==> src/rtl/cache_mem_arbiter.sv <==
// Memory-side arbiter: serialises icache reads and dcache reads/writes onto one RAM port with a watchdog.
// Define ARB_ROUND_ROBIN_EN for round-robin tie-breaking; otherwise the dcache has fixed priority.
module cache_mem_arbiter #(
  parameter int ADDR_W  = 32,
  parameter int DATA_W  = 32,
  parameter int TIMEOUT = 255
) (
  input  logic              CLK,
  input  logic              RST,
  input  logic              iREN,
  input  logic [ADDR_W-1:0] iaddr,
  output logic [DATA_W-1:0] iload,
  output logic              iwait,
  input  logic              dREN,
  input  logic              dWEN,
  input  logic [ADDR_W-1:0] daddr,
  input  logic [DATA_W-1:0] dstore,
  output logic [DATA_W-1:0] dload,
  output logic              dwait,
  output logic              ramREN,
  output logic              ramWEN,
  output logic [ADDR_W-1:0] ramaddr,
  output logic [DATA_W-1:0] ramstore,
  input  logic [DATA_W-1:0] ramload,
  input  logic [1:0]        ramstate,
  output logic              err
);

  localparam int CNT_W = $clog2(TIMEOUT + 1);
  localparam logic [CNT_W-1:0] WD_LAST = CNT_W'(TIMEOUT - 1);
  localparam logic [1:0] RAM_ACCESS = 2'd2;
  localparam logic [1:0] RAM_ERROR  = 2'd3;

  typedef enum logic [1:0] {IDLE, GNT_D, GNT_I} state_t;

  state_t           state, state_nxt;
  logic [CNT_W-1:0] wd_cnt;
  logic             d_req, granted, gnt_req, access;
  logic             complete, ram_err, wd_expire, pick_i;

  assign d_req     = dREN | dWEN;
  assign granted   = (state != IDLE);
  assign gnt_req   = (state == GNT_I) ? iREN : d_req;
  assign access    = (ramstate == RAM_ACCESS);
  assign complete  = granted & gnt_req & access;
  assign ram_err   = granted & gnt_req & (ramstate == RAM_ERROR);
  // ACCESS in the expiry cycle is a completion, so expiry requires a non-ACCESS cycle
  assign wd_expire = granted & gnt_req & ~access & (wd_cnt == WD_LAST);

`ifdef ARB_ROUND_ROBIN_EN
  logic last_gnt;

  always_ff @(posedge CLK or posedge RST) begin
    if (RST)
      last_gnt <= 1'b1;
    else if (complete)
      last_gnt <= (state == GNT_I);
  end

  assign pick_i = iREN & (~d_req | ~last_gnt);
`else
  assign pick_i = iREN & ~d_req;
`endif

  always_ff @(posedge CLK or posedge RST) begin
    if (RST) begin
      state  <= IDLE;
      wd_cnt <= '0;
      err    <= 1'b0;
    end else begin
      state <= state_nxt;
      if (!granted)
        wd_cnt <= '0;
      else if (!access)
        wd_cnt <= wd_cnt + 1'b1;
      if (ram_err || wd_expire)
        err <= 1'b1;
    end
  end

  always_comb begin
    state_nxt = state;
    iwait     = 1'b1;
    dwait     = 1'b1;
    iload     = '0;
    dload     = '0;
    ramREN    = 1'b0;
    ramWEN    = 1'b0;
    ramaddr   = '0;
    ramstore  = '0;
    case (state)
      IDLE: begin
        if (pick_i)
          state_nxt = GNT_I;
        else if (d_req)
          state_nxt = GNT_D;
      end
      GNT_D: begin
        if (d_req) begin
          ramaddr  = daddr;
          ramWEN   = dWEN;
          ramREN   = dREN & ~dWEN;
          ramstore = dstore;
          if (access) begin
            dwait = 1'b0;
            dload = ramload;
          end
        end
      end
      GNT_I: begin
        if (iREN) begin
          ramREN  = 1'b1;
          ramaddr = iaddr;
          if (access) begin
            iwait = 1'b0;
            iload = ramload;
          end
        end
      end
      default: state_nxt = IDLE;
    endcase
    // Any grant ends after completion, abort, RAM error or watchdog expiry
    if (granted && (!gnt_req || access || ram_err || wd_expire))
      state_nxt = IDLE;
  end

endmodule
==> config.mk <==
export PLATFORM = sky130hd
export DESIGN_NAME = cache_mem_arbiter
export DESIGN_NICKNAME = d
export VERILOG_FILES = /design/src/rtl/cache_mem_arbiter.sv
export SDC_FILE = /design/constraint.sdc
export NUM_CORES = 1
export LEC_CHECK = 0
export BUFFER_PORTS_ARGS = -buffer_cell sky130_fd_sc_hd__buf_2
export CAP_MARGIN = 20
export CORE_AREA = 10 10 97 99
export CTS_BUF_LIST = sky130_fd_sc_hd__clkbuf_8
export DETAILED_ROUTE_END_ITERATION = 8
export DIE_AREA = 0 0 107 109
export HOLD_SLACK_MARGIN = 0.03
export PLACE_DENSITY_LB_ADDON = 0.25
export SYNTH_ARGS = -nofsm -noshare
export SYNTH_HDL_FRONTEND = slang
export SYNTH_SLANG_ARGS = --single-unit
==> constraint.sdc <==
create_clock -name CLK -period 2.1 [get_ports CLK]
set_input_delay 0.315 -clock CLK [delete_from_list [all_inputs] [get_ports CLK]]
set_output_delay 0.315 -clock CLK [all_outputs]
set_load 0.005 [all_outputs]
After elaboration in Yosys (flattened, before gate mapping)
Cells that the tools add are included.
Widths: inputs -> output; s select.
Word-level totals
  register bits: 11
  input port bits: 135
  output and inout bits: 133
  logic and storage cells: 59
Cells by class
  add/sub/neg operators: 1
  equal/unequal tests: 8
  mux-type cells: 27
  bitwise gates (word level): 10
  reductions and logical operators: 10
Operators by type and width (count)
  $mux 32: 9
  $pmux 32 s2: 1
  $mux 8: 2
  $mux 1: 10
  $add 8x1->8 const B: 1
  $eq 8x8->1 const B: 1
  $and 1x1->1: 6
  $eq 2x2->1 const B: 3
  $mux 2: 3
  $logic_or 1x1->1: 4
  $ne 4x4->1 const B: 1
  $pmux 2 s2: 1
  $not 1->1: 3
  $eq 2x1->1 const B: 1
  $logic_not 2->1: 1
  $ne 2x1->1 const B: 1
  $ne 2x2->1 const B: 1
  $pmux 1 s2: 1
  $reduce_and 2->1: 1
  $reduce_bool 2->1: 1
  $reduce_or 2->1: 1
  $logic_and 1x1->1: 1
  $logic_not 1->1: 1
  $or 1x1->1: 1

Depth between registers and ports, before layout
Gate-level depths: netlist (run 1).
  depth after elaboration: 9
  depth in mapped cells: 7
  mapped depth without buffers: 5

Worst setup path before layout (run 1)
Ideal clock, no wire load.
  path type: reg-to-output
  start: reg state[1]
  end: out ramstore[22]
  data arrival time: 1397 ps
  data required time: 1785 ps
  path slack: 388 ps
  cell stages (with the launch flop): 8
  buffers on the path: 3
  cell sequence: dfrtp_1 -> inv_1 -> ha_1 -> o21a_1 -> clkbuf_1 -> buf_2 -> buf_2 -> and2_1
Between the ends
  cells in the longest elaborated chain, start to end: 2
RTL lines
  start: declaration: RTL line 36  | state_t state, state_nxt;
  start signal: assignment: RTL line 71  | state <= state_nxt;
  $eq 2x1->1: RTL line 91  | case (state)
  $mux 32: RTL line 91
  end: declaration: RTL line 23  | output logic [DATA_W-1:0] ramstore,
Every way passes these cells.

Final worst setup path (run 1)
  start: reg state[1]
  end: out ramaddr[6]
Between the ends
  cells in the longest elaborated chain, start to end: 2
  elaborated cells between the ends (all ways): 3
  those cells by class: 2 x eq/ne; 1 x mux
RTL lines
  $eq 2x2->1 / $eq 2x1->1 (equally long branches): RTL line 91
  $pmux 32 s2 (*): RTL line 91
  end: declaration: RTL line 22  | output logic [ADDR_W-1:0] ramaddr,
Every way passes the cells marked *; elsewhere a longest branch is shown, timed or not.

==> flow_metrics.py, run 1 <==
metrics = {
    "setup_path": {
        "r2r_slack_ns": 0.40,
        "startpoint_type": "register",
        "crit_type": "reg -> out",
        "crit_arrival_ns": 1.72,
        "critPathCaptureType": "output pin",
        "timing.rr.end": "state[1]",
        "slowest_delay_ns": 0.38,
        "rr_startpoint": "state[0]",
        "cp_cell_sequence": "inv_2 -> ha_2 -> o21a_4 -> buf_12 -> clkbuf_16 -> a22oi_1 -> nor2b_1 -> buf_2",
        "reg2reg_depth": 5,
        "path_max_fanout": 6,
        "cp_data_required_time_ns": 1.78,
        "crit_slowest_cell": "dfrtp_1",
    },
    "die": {
        "dieHeight_um": 109,
        "rows": 32,
        "start_util": 0.250,
        "pin_count": 268,
        "coreArea_um2": 7530,
        "die_x_um": 107,
        "die-area_um2": 11700,
    },
    "power": {
        "combPwrFrac": 0.807,
        "max-vdd-ir-drop_v": 0.000559,
        "cellLeakagePower_nw": 2.31,
        "power.share.sequential": 0.110,
        "switching_share": 0.425,
        "p_sw_mw": 1.08,
        "p_per_area_nw_per_um2": 705,
        "clock_power_share": 0.082,
        "power.internal_mw": 1.46,
        "p_total_mw": 2.55,
    },
    "cells_and_area": {
        "syn2layout_area_growth_pct": 91.8,
        "postLayoutCoreUtil": 0.480,
        "final_common_cell": "buf_2",
        "final_cells": 631,
        "drive_gt1_frac": 0.563,
        "antenna-diode-count": 0,
        "nets": 670,
        "layout_common_cells": "buf_2, and3_1, nor2b_1",
        "fin_area_um2": 3610,
    },
    "global_routing": {
        "antenna_found_initial": 0,
        "grt_max_degree": 71,
        "grt_overflow": 0,
        "grt_pass1_vias": 2766,
        "grt_use_total": 0.173,
        "grt_pass1_wl_um": 16300,
    },
    "job": {
        "drv_cap": 0,
    },
    "sta": {
        "relSlewSlack": 0.704,
        "tightest_slew_ns": 0.444,
        "tns_ns": 0,
        "rsz0062_at_grt": "false",
        "setup_viol": 0,
        "hold_viol": 0,
        "maxSlewViolCount": 0,
        "skew_ns": 0.00211,
        "min_period_over_period": 0.970,
        "fin_worst_hold_slack_ns": 0.0705,
        "worst_slack_ns": 0.0636,
        "finalCriticalPeriod_ns": 2.04,
        "max_freq_mhz": 491,
    },
    "place": {
        "dp_hpwl_um": 9940,
        "pre_cts_ws_ns": 0.200,
        "port_buffers": 267,
        "place_congestion": 0.913,
        "placed_area_um2": 3320,
        "dp_cells": 613,
    },
    "synth": {
        "ys.flop_type": "dfrtp_1",
        "synth_cells": 267,
        "synth_edf_count": 0,
        "synth_fp_nets": 407,
        "yosysWarnings": 0,
        "synthesis.area_um2": 1880,
        "async_flop_share": 1.00,
        "netlist-cell-type-count": 32,
        "syn_avg_cell_area_um2": 7.05,
        "synth_seq_area_share": 0.146,
        "yosys_register_bits": 11,
    },
    "cts": {
        "cts_made_buffers": 3,
        "clk_pin_slew_worst_paths_ns": 0.05,
        "clk_latency_ns": 0.24,
        "ctsLongestPathBuffers": 2,
        "tritoncts": "done",
        "cts_sinks": 11,
        "cts_root_buffer": "clkbuf_8",
        "cts-hold-fix-buffers": 0,
        "cts_htree_levels": 1,
    },
    "detailed_routing": {
        "drc": 0,
        "ant_nets": 0,
        "dr.pass1.iters": 4,
        "vias": 3016,
        "drt_iter0_drc": 194,
        "wirelength_um": 12300,
        "detail_route.vias_per_cell": 4.78,
        "wl_per_cell_um": 19.5,
    },
    "min_path": {
        "hp-class": "in -> async",
    },
    "status": {
        "status": "finished, final reports clean",
    },
}
==> how the worst max path moves through the flow <==
stage / to / cells past startpoint / startpoint
finish: ramaddr[6] / 8 / state[1]
global route: ramaddr[20] / 7 / state[0]
CTS: ramaddr[21] / 7 / state[1]
detailed placement: ramaddr[1] / 7 / state[0]
global placement: ramaddr[26] / 7 / state[0]
floorplan: ramstore[22] / 7 / state[1]
==> cell usage after synthesis, types with 2 or more instances <==
master	count	area, µm²
and2_1	34	213
nand3_1	3	15.0
nor2b_1	36	225
a21oi_1	4	20.0
clkbuf_1	16	60.1
mux2_1	2	22.5
ha_1	5	62.6
nand2b_1	3	18.8
dfrtp_1	11	275
nand4_1	2	12.5
o31ai_1	3	22.5
or3_1	3	18.8
or4_1	2	15.0
o21a_1	2	15.0
nand2_1	4	15.0
inv_1	6	22.5
buf_2	15	75.1
nor2_1	6	22.5
a22oi_1	32	240
o21ai_0	2	10.0
and3_1	65	407
==> final cells by class <==
class | instances | area, µm²
Clock buffer | 3 | 41.3
Clock inverter | 1 | 3.75
Fill cell | 801 | 3920
Inverter | 6 | 22.5
Multi-Input combinational cell | 219 | 1470
Sequential cell | 11 | 275
Tap cell | 102 | 128
Timing Repair Buffer | 289 | 1670
==> per-layer routing <==
metal	vias up	track usage	routed length, µm	share of wire
met1	1398	0.190	4590	0.37
met2	133	0.335	6630	0.54
met4	0	0.0387	187	0.015
li1	1471	-	-	-
met5	-	0	0	0
met3	14	0.0336	894	0.073
==> state kept, by name, summed over array words and instances, names as in the netlist <==
register	flops
wd_cnt	8
state	2
err	1
==> logic make-up after synthesis <==
| group | after synthesis | synth area share |
|---|---|---|
| AO/OA/AOI/OAI | 50 | 0.195 |
| buffers and inverters | 37 | 0.0837 |
| AND/OR/NAND/NOR | 161 | 0.525 |
| XOR/XNOR | 1 | 0.00465 |
| flip-flops | 11 | 0.146 |
| adder cells (fa/ha/maj) | 5 | 0.0332 |
| multiplexers | 2 | 0.0120 |
==> power groups by stage <==
stage / logic (mW) / clock network [mW] / registers [mW]
3_5_place_dp: 1.67 / 0 / 0.283
3_3_place_gp: 1.65 / 0 / 0.280
6_report: 2.06 / 0.210 / 0.281
2_1_floorplan: 0.968 / 0 / 0.275
5_1_grt: 2.24 / 0.226 / 0.287
4_1_cts: 1.68 / 0.214 / 0.280
==> worst max-delay path, delay by kind of cell, from the launching register on <==
family,cells,cell delay (ns)
adders and majority gates,1,0.18
buffers and inverters,4,0.48
AOI/OAI and AO/OA,2,0.36
and+or+nand+nor,1,0.07
DFF,1,0.38
==> what timing repair did <==
action,in CTS,in global routing
endpoints found under the setup margin,32,64
pin swaps,0,1
cloned,0,7
gates resized for setup,1,6
hold endpoints to repair,0,0
setup buffers,0,7
Power figures use the tool's default switching activity.
==> run 2, diff against run 1 <==
--- a/config.mk
+++ b/config.mk
@@ -5,12 +5,12 @@
 export SDC_FILE = /design/constraint.sdc
 export NUM_CORES = 1
 export LEC_CHECK = 0
-export BUFFER_PORTS_ARGS = -buffer_cell sky130_fd_sc_hd__buf_2
 export CAP_MARGIN = 20
-export CORE_AREA = 10 10 97 99
+export CORE_AREA = 10 10 96 98
 export CTS_BUF_LIST = sky130_fd_sc_hd__clkbuf_8
 export DETAILED_ROUTE_END_ITERATION = 8
-export DIE_AREA = 0 0 107 109
+export DIE_AREA = 0 0 106 108
+export DONT_BUFFER_PORTS = 1
 export HOLD_SLACK_MARGIN = 0.03
 export PLACE_DENSITY_LB_ADDON = 0.25
 export SYNTH_ARGS = -nofsm -noshare
==> run 2 against run 1 <==
- first-iteration DRC count is 27% lower
- final cell count is 44% lower
- sequential share of layout area is 5.3 points higher
- hold slack better by 0.22 ns
- clock skew hardly changed
- power is 25% lower
- via count is 32% lower
- cell area is 41% lower
- critical endpoint is now dload[16]
==> flow_metrics.py, run 2 (synthesized netlist as in run 1, its figures left out) <==
metrics = {
    "detailed_routing": {
        "drt_iter0_drc": 142,
        "wirelength_um": 9700,
        "dr.pass1.iters": 4,
        "vias": 2056,
        "drc": 0,
        "ant_nets": 0,
        "wl_per_cell_um": 27.2,
        "detail_route.vias_per_cell": 5.78,
    },
    "sta": {
        "tightest_slew_ns": 0.455,
        "tns_ns": 0,
        "hold_viol": 0,
        "relSlewSlack": 0.696,
        "setup_viol": 0,
        "rsz0062_at_grt": "true",
        "skew_ns": 0.00214,
        "finalCriticalPeriod_ns": 2.01,
        "max_freq_mhz": 497,
        "min_period_over_period": 0.958,
        "maxSlewViolCount": 0,
    },
    "cts": {
        "clk_latency_ns": 0.24,
        "clk_pin_slew_worst_paths_ns": 0.05,
        "cts_made_buffers": 3,
        "cts_sinks": 11,
        "cts_root_buffer": "clkbuf_8",
        "tritoncts": "done",
        "cts_htree_levels": 1,
        "ctsLongestPathBuffers": 2,
    },
    "global_routing": {
        "grt_use_total": 0.147,
        "grt_max_degree": 76,
        "grt_pass1_vias": 1993,
        "grt_pass1_wl_um": 13800,
        "grt_overflow": 0,
        "antenna_found_initial": 0,
    },
    "die": {
        "pin_count": 268,
        "die_x_um": 106,
        "dieHeight_um": 108,
        "die-area_um2": 11400,
        "coreArea_um2": 7450,
        "rows": 32,
        "start_util": 0.253,
    },
    "setup_path": {
        "rr_startpoint": "state[1]",
        "crit_type": "reg -> out",
        "r2r_slack_ns": 0.42,
        "path_max_fanout": 34,
        "startpoint": "state[1]",
        "startpoint_type": "register",
        "crit_arrival_ns": 1.70,
        "reg2reg_depth": 5,
        "critPathCaptureType": "output pin",
        "cp_data_required_time_ns": 1.78,
        "timing.rr.end": "state[1]",
        "endpoint": "dload[16]",
    },
    "power": {
        "p_total_mw": 1.91,
        "p_per_area_nw_per_um2": 896,
        "cellLeakagePower_nw": 0.998,
        "max-vdd-ir-drop_v": 0.000478,
    },
    "cells_and_area": {
        "layout_common_cells": "and3_1, nor2b_1, and2_1",
        "final_common_cell": "and3_1",
        "top_register": "wd_cnt",
        "largest_register_ffs": 8,
        "nets": 394,
        "filler_cell_count": 798,
        "drive_gt1_frac": 0.0751,
        "reg.largest.list": "wd_cnt (8), state (2), err (1)",
        "syn2layout_area_growth_pct": 13.2,
    },
    "place": {
        "dp_hpwl_um": 8180,
        "port_buffers": 0,
        "place_congestion": 0.852,
    },
    "min_path": {
        "hp-class": "in -> reg",
        "min-delay-start": "ramstate[1]",
    },
    "status": {
        "status": "finished, final reports clean",
    },
    "job": {
        "drv_cap": 0,
    },
}
run 2: cell count changes in the layout (fill, tap and decap cells not counted), sizes merged:
cell         before  now
dlygate4sd3       0    1
diode             0    1
bufbuf            0    1
buf             284   11
clkbuf            8    3
run 2: worst min-delay path by stage:
stage	endpoint	slack [ns]	cells past startpoint
2_1_floorplan	err	0.17	1
3_3_place_gp	state[0]	0.24	1
3_5_place_dp	err	0.24	1
4_1_cts	state[0]	0.29	2
5_1_grt	state[0]	0.32	2
6_report	state[0]	0.29	2
run 2: area by class of cell:
type | instances | area [µm²] | area share
Antenna cell | 1 | 2.50 | 0.00117
Clock buffer | 3 | 41.3 | 0.0194
Clock inverter | 1 | 3.75 | 0.00176
Inverter | 6 | 22.5 | 0.0106
Multi-Input combinational cell | 219 | 1470 | 0.689
Sequential cell | 11 | 275 | 0.129
Tap cell | 102 | 128 | 0.0599
Timing Repair Buffer | 13 | 190 | 0.0893
run 2: where the power goes:
part / leakage [nW] / switching (mW) / internal (mW)
logic: 0.827 / 0.765 / 0.652
clock network: 0.0269 / 0.0825 / 0.129
registers: 0.144 / 0.0328 / 0.248
run 2: timing repair:
| item | 4_1_cts | 5_1_grt |
|---|---|---|
| endpoints found under the hold margin | 11 | 0 |
| endpoints found under the setup margin | 24 | 93 |
| hold buffers | 1 | 0 |
| resized for setup | 2 | 4 |
| buffers inserted | 0 | 2 |
| cloned | 1 | 0 |
run 2: metal layers:
metal,up-vias,global-route usage,share of wire
met2,126,0.246,0.51
met5,-,0,0
met3,6,0.0577,0.10
li1,924,-,-
met1,1000,0.177,0.38
met4,0,0.0242,0.0061
run 2: metrics by stage:
| stage | cells | worst slack [ns] | hold WS, ns | cell area (µm²) | utilization |
|---|---|---|---|---|---|
| detailed placement | 347 | 0.209 | 0.236 | 1990 | 0.267 |
| global route | 355 | -0.0250 | 0.321 | 2130 | 0.286 |
| CTS | 353 | 0.0121 | 0.291 | 2090 | 0.280 |
| floorplan | 267 | 0.388 | 0.167 | 1880 | - |
| finish | 356 | 0.0876 | 0.291 | 2130 | 0.286 |
| global placement | 347 | 0.242 | 0.240 | 1990 | 0.267 |
run 2: critical path: stages, from the launching register on:
cell	delay, ns
dfrtp_1	0.40
inv_1	0.11
ha_1	0.20
o21a_4	0.22
bufbuf_16	0.33
and3_1	0.19
